## src/rtl/dual_update.sv

```systemverilog
// ADMM dual update: y += u - z over the input block, then g += x - v over
// the state block, streaming one element per cycle through fixed-latency RAMs.
// Ports:
//   clk, rst                         clock, synchronous active-high reset
//   start, active_horizon, done      run control
//   {u,z,y,x,v,g}_rdaddress/data_out read ports
//   {y,g}_wraddress/data_in/wren     dual write ports
//   prim_res_u, prim_res_x           max |u-z| and max |x-v| of last run
module dual_update #(
   parameter int STATE_DIM    = 6,
   parameter int INPUT_DIM    = 3,
   parameter int HORIZON      = 30,
   parameter int DATA_WIDTH   = 64,
   parameter int ADDR_WIDTH   = 9,
   parameter int READ_LATENCY = 2
) (
   input  logic                  clk,
   input  logic                  rst,
   input  logic                  start,
   input  logic [31:0]           active_horizon,
   output logic [ADDR_WIDTH-1:0] u_rdaddress,
   output logic [ADDR_WIDTH-1:0] z_rdaddress,
   output logic [ADDR_WIDTH-1:0] y_rdaddress,
   input  logic [DATA_WIDTH-1:0] u_data_out,
   input  logic [DATA_WIDTH-1:0] z_data_out,
   input  logic [DATA_WIDTH-1:0] y_data_out,
   output logic [ADDR_WIDTH-1:0] x_rdaddress,
   output logic [ADDR_WIDTH-1:0] v_rdaddress,
   output logic [ADDR_WIDTH-1:0] g_rdaddress,
   input  logic [DATA_WIDTH-1:0] x_data_out,
   input  logic [DATA_WIDTH-1:0] v_data_out,
   input  logic [DATA_WIDTH-1:0] g_data_out,
   output logic [ADDR_WIDTH-1:0] y_wraddress,
   output logic [DATA_WIDTH-1:0] y_data_in,
   output logic                  y_wren,
   output logic [ADDR_WIDTH-1:0] g_wraddress,
   output logic [DATA_WIDTH-1:0] g_data_in,
   output logic                  g_wren,
   output logic [DATA_WIDTH-1:0] prim_res_u,
   output logic [DATA_WIDTH-1:0] prim_res_x,
   output logic                  done
);

   localparam int RL = READ_LATENCY;
   localparam logic [31:0] HMAX = 32'(HORIZON);
   localparam logic [DATA_WIDTH-1:0] DMIN = {1'b1, {(DATA_WIDTH-1){1'b0}}};
   localparam logic [DATA_WIDTH-1:0] DMAX = {1'b0, {(DATA_WIDTH-1){1'b1}}};

   typedef enum logic [1:0] {IDLE, RUN_U, RUN_X, DONE_STATE} state_t;

   state_t state, state_nx;

   logic [31:0] h, mu, mx, m_cur, cnt;
   logic [RL-1:0] vld;
   logic [ADDR_WIDTH-1:0] pa [RL];
   logic [ADDR_WIDTH-1:0] u_addr, x_addr;
   logic in_u, in_x, accept, issue, wr, last_wr;
   logic [DATA_WIDTH-1:0] du_mag, dx_mag;

   // |d| with the most negative value pinned to the largest positive one
   function automatic logic [DATA_WIDTH-1:0] mag(input logic [DATA_WIDTH-1:0] d);
      if (!d[DATA_WIDTH-1]) return d;
      else if (d == DMIN)   return DMAX;
      else                  return -d;
   endfunction

   assign mu = (h == 32'd0) ? 32'd0 : 32'(INPUT_DIM) * (h - 32'd1);
   assign mx = 32'(STATE_DIM) * h;

   assign u_rdaddress = u_addr;
   assign z_rdaddress = u_addr;
   assign y_rdaddress = u_addr;
   assign x_rdaddress = x_addr;
   assign v_rdaddress = x_addr;
   assign g_rdaddress = x_addr;

   assign du_mag = mag(u_data_out - z_data_out);
   assign dx_mag = mag(x_data_out - v_data_out);

   // state register
   always_ff @(posedge clk) begin
      if (rst) state <= IDLE;
      else     state <= state_nx;
   end

   // next state: a phase ends only once its last write is registered
   always_comb begin
      state_nx = state;
      unique case (state)
         IDLE:       if (start) state_nx = RUN_U;
         RUN_U:      if (mu == 32'd0 || last_wr) state_nx = RUN_X;
         RUN_X:      if (mx == 32'd0 || last_wr) state_nx = DONE_STATE;
         DONE_STATE: if (!start) state_nx = IDLE;
         default:    state_nx = IDLE;
      endcase
   end

   // outputs / control
   always_comb begin
      in_u    = (state == RUN_U);
      in_x    = (state == RUN_X);
      done    = (state == DONE_STATE);
      accept  = (state == IDLE) && start;
      m_cur   = in_u ? mu : mx;
      issue   = (in_u || in_x) && (cnt < m_cur);
      wr      = vld[RL-1] && (in_u || in_x);
      last_wr = wr && (32'(pa[RL-1]) == m_cur - 32'd1);
   end

   // datapath: pa/vld carry each issued address until its data arrives
   always_ff @(posedge clk) begin
      if (rst) begin
         h           <= '0;
         cnt         <= '0;
         vld         <= '0;
         for (int i = 0; i < RL; i++) pa[i] <= '0;
         u_addr      <= '0;
         x_addr      <= '0;
         y_wraddress <= '0;
         y_data_in   <= '0;
         y_wren      <= 1'b0;
         g_wraddress <= '0;
         g_data_in   <= '0;
         g_wren      <= 1'b0;
         prim_res_u  <= '0;
         prim_res_x  <= '0;
      end else begin
         if (accept) begin
            h          <= (active_horizon > HMAX) ? HMAX : active_horizon;
            prim_res_u <= '0;
            prim_res_x <= '0;
         end

         if (state_nx != state) cnt <= '0;
         else if (issue)        cnt <= cnt + 32'd1;

         if (issue && in_u) u_addr <= cnt[ADDR_WIDTH-1:0];
         if (issue && in_x) x_addr <= cnt[ADDR_WIDTH-1:0];

         vld[0] <= issue;
         pa[0]  <= cnt[ADDR_WIDTH-1:0];
         for (int i = 1; i < RL; i++) begin
            vld[i] <= vld[i-1];
            pa[i]  <= pa[i-1];
         end

         y_wren <= wr && in_u;
         if (wr && in_u) begin
            y_wraddress <= pa[RL-1];
            y_data_in   <= y_data_out + u_data_out - z_data_out;
            if (du_mag > prim_res_u) prim_res_u <= du_mag;
         end

         g_wren <= wr && in_x;
         if (wr && in_x) begin
            g_wraddress <= pa[RL-1];
            g_data_in   <= g_data_out + x_data_out - v_data_out;
            if (dx_mag > prim_res_x) prim_res_x <= dx_mag;
         end
      end
   end

endmodule

```

## config.mk

```make
export PLATFORM = sky130hd
export DESIGN_NAME = dual_update
export DESIGN_NICKNAME = d
export VERILOG_FILES = /design/src/rtl/dual_update.sv
export SDC_FILE = /design/constraint.sdc
export NUM_CORES = 2
export LEC_CHECK = 0
export CAP_MARGIN = 20
export CORE_MARGIN = 3
export CORE_UTILIZATION = 56
export CTS_CLUSTER_SIZE = 10
export DETAILED_ROUTE_END_ITERATION = 7
export GPL_TIMING_DRIVEN = 1
export PLACE_DENSITY = 0.83
export SLEW_MARGIN = 20
export SYNTH_ARGS = -nofsm -noshare
export SYNTH_HDL_FRONTEND = slang
export SYNTH_SLANG_ARGS = --single-unit
```

## constraint.sdc

```tcl
create_clock -name clk -period 12.92 [get_ports clk]
set_input_delay 3.23 -clock clk [delete_from_list [all_inputs] [get_ports clk]]
set_output_delay 3.23 -clock clk [all_outputs]
set_load 0.01 [all_outputs]
```

==> run metrics <==
status=complete, no violations; Mapped Cells=6,393; Leak Pwr=25.0 nW; Clock Path Buffers=3; Worst setup startpoint=z_data_out[2]; largest net degree at the start of global routing=80; Peak supply drop=0.0911 mV; worst hold stages=1; RSZ-0062 raised after global routing=false; Period minus WS final=~12 ns; syn_area_per_cell=roughly 7.3 sq um; instance count on the critical path=32; Yosys reg bits=380; Synth area leaders=dfxtp_1 (16%), ha_1 (14%), inv_1 (7.3%); drt wl/cell=approximately 21 microns; Initial Util=0.567; Worst-path clk slew=approximately 0.06 ns; clock share of power=0.207; All-Layer GR Usage=0.371; GRT busiest layer=met2; Clk Latency, worst-skew pair=0.61 ns; # resized after CTS=0; H-tree depth=2; TNS Setup=0 ns; die area=87,000 sq um; Peak Freq=about 85 MHz; Max Slew Vio Count=0; post-CTS setup buffer count=0; Net count, final=8,034; Area Growth Syn to Fin=20.3%; Slowest-stage cell, CP=or4_2; Routability Congestion=1.03; crit path DAT=roughly 12 ns; Sequential Power Share=0.194; Worst Max-Slew Pin Slew=1.05 ns; GR Util met3=0.0876; reg2reg end=cnt[30]$_SDFFE_PP0P_; Hold Violations, Final=0; worst setup path class=in -> reg; CTS tree=done; Post-synth EDFFs=0; initial detailed-routing violation count=3,676; Post-DRT Antenna Nets=0; Syn Nets=7,465; most frequent cell after synthesis=inv_1; Reg2Reg Setup Slack=5.61 ns; YS warnings=0; clock root cell=clkbuf_16; Die Ht=295 microns; Async SR Flop Fraction=0; dpl cells=roughly 8,000; io pins=750; post-DP HPWL=139,000 microns; Finish-stage setup viols=0; reg2reg path depth=31; crit-path leading delay family=compound AO/OA/AOI/OAI gates; top cells by count, synth=inv_1 (913), nand2_1 (646), a21oi_1 (571); Placement Rows=between 100 and 150; global routing met2 resource utilization=0.599; DRT Pass-1 Iters=6; Psw=2.82 mW; vias per cell=6.13; WP buf/inv=5; Largest stage delay, worst path=1.06 ns; Pint=about 3.4 mW; Worst Skew=approximately 0.013 ns; max cap viols=0; worst r2r src=h[2]$_SDFFE_PP0P_; clock sink total=380; top-area cell type share of the netlist area=0.163; vias in the first global route=47,400; PD cells=around 110 nW/um^2; total gr overflow=0; via count=49,400; Die X=between 200 and 300 microns; Hold Worst Slack=0.433 ns; HP Class=reg -> reg; combinational share of power=0.599; Sw Ratio=0.451; Hold-fix buffers, CTS=0; synthesized area=46,700 sq um; CP required=about 13 ns; IO Port Bufs=749; peak fanout along the critical path=61; crit path capture type=register; Netlist cell types=around 110; Seq/Total Area, Yosys=0.163; initial antenna violation count=7; first-pass GRT wire length=258,000 microns; Slew headroom=0.297; Post-Layout Cell Count=8,057; core area=82,400 sq um; Num CTS Buffers=47; layout cell share with drive strength beyond 1=0.0258; startpoint types=primary input; grt met1 use=0.447; fin crit share=0.915; Main synth FF type=dfxtp_1; Setup crit end=prim_res_u[23]$_SDFF_PP0_; wirelength, routed=169,000 microns; residual DRC count=0; Synth area leader=dfxtp_1
state kept, by name, indices dropped and copies added (netlist names), 9 cells and up:
register	cells
h	32
prim_res_x	64
y_data_in	64
pa	18
u_rdaddress	9
y_wraddress	9
g_rdaddress	9
g_wraddress	9
cnt	32
prim_res_u	64
g_data_in	64
worst min path at each step:
stage                        start                   end  slack [ns]
2_1_floorplan  pa[0][1]$_SDFF_PP0_  pa[0][10]$_SDFF_PP0_        0.41
3_3_place_gp   pa[0][0]$_SDFF_PP0_   pa[0][9]$_SDFF_PP0_        0.42
3_5_place_dp   pa[0][8]$_SDFF_PP0_  pa[0][17]$_SDFF_PP0_        0.43
4_1_cts        pa[0][0]$_SDFF_PP0_   pa[0][9]$_SDFF_PP0_        0.43
5_1_grt        pa[0][0]$_SDFF_PP0_   pa[0][9]$_SDFF_PP0_        0.45
6_report       pa[0][0]$_SDFF_PP0_   pa[0][9]$_SDFF_PP0_        0.43
metal layers:
metal	up-vias	part of all wire
met3	517	0.097
li1	23500	-
met2	2269	0.44
met1	23100	0.39
met5	-	0
met4	0	0.072
kinds of logic after synthesis:
| kind of cell | after synthesis | share of synthesized area |
|---|---|---|
| DFF | 380 | 0.163 |
| muxes | 15 | 0.00329 |
| xor gates and xnor gates | 403 | 0.0755 |
| and+or+nand+nor | 1918 | 0.201 |
| AOI/OAI and AO/OA | 1852 | 0.264 |
| adders and majority gates | 653 | 0.196 |
| buffers and inverters | 1172 | 0.0976 |
placed cells by master (no fill, tap or decap), types with 70 or more instances in the layout:
master,count
nand2b_1,70
a211oi_1,72
fa_1,130
nor2_1,344
nand2_1,645
nor3_1,141
nor2b_1,81
dfxtp_1,380
xor2_1,144
a22o_1,122
o21ai_0,272
nand3_1,161
clkdlybuf4s50_1,748
xnor2_1,255
a21o_1,249
nand4_1,118
inv_1,913
a21oi_1,570
ha_1,523
per-stage QoR:
| stage | util | area, sq um | setup WS [ns] | power, mW |
|---|---|---|---|---|
| floorplan | - | 46700 | 2.77 | 3.90 |
| global placement | 0.665 | 54800 | 1.01 | 4.80 |
| detailed placement | 0.665 | 54800 | 0.740 | 4.88 |
| CTS | 0.682 | 56200 | 1.34 | 6.20 |
| global route | 0.683 | 56200 | 0.632 | 6.70 |
| finish | 0.683 | 56200 | 1.09 | 6.26 |
power by group through the flow:
stage          Sequential [mW]  Combinational (mW)  Clock, mW
6_report                  1.21                3.75       1.30
5_1_grt                   1.21                4.13       1.35
4_1_cts                   1.21                3.67       1.32
2_1_floorplan             1.23                2.67          0
3_5_place_dp              1.24                3.64          0
3_3_place_gp              1.24                3.57          0
cell type report:
type | instances | area [sq um]
multi-input combinational | 4841 | 34700
fill | 7075 | 26100
timing repair buffer | 779 | 7740
sequential | 380 | 7610
inverter | 913 | 3430
tap | 1070 | 1340
clock buffer | 60 | 1310
clock inverter | 8 | 130
antenna | 6 | 15.0
No activity file was read; power rests on OpenSTA's default activity.
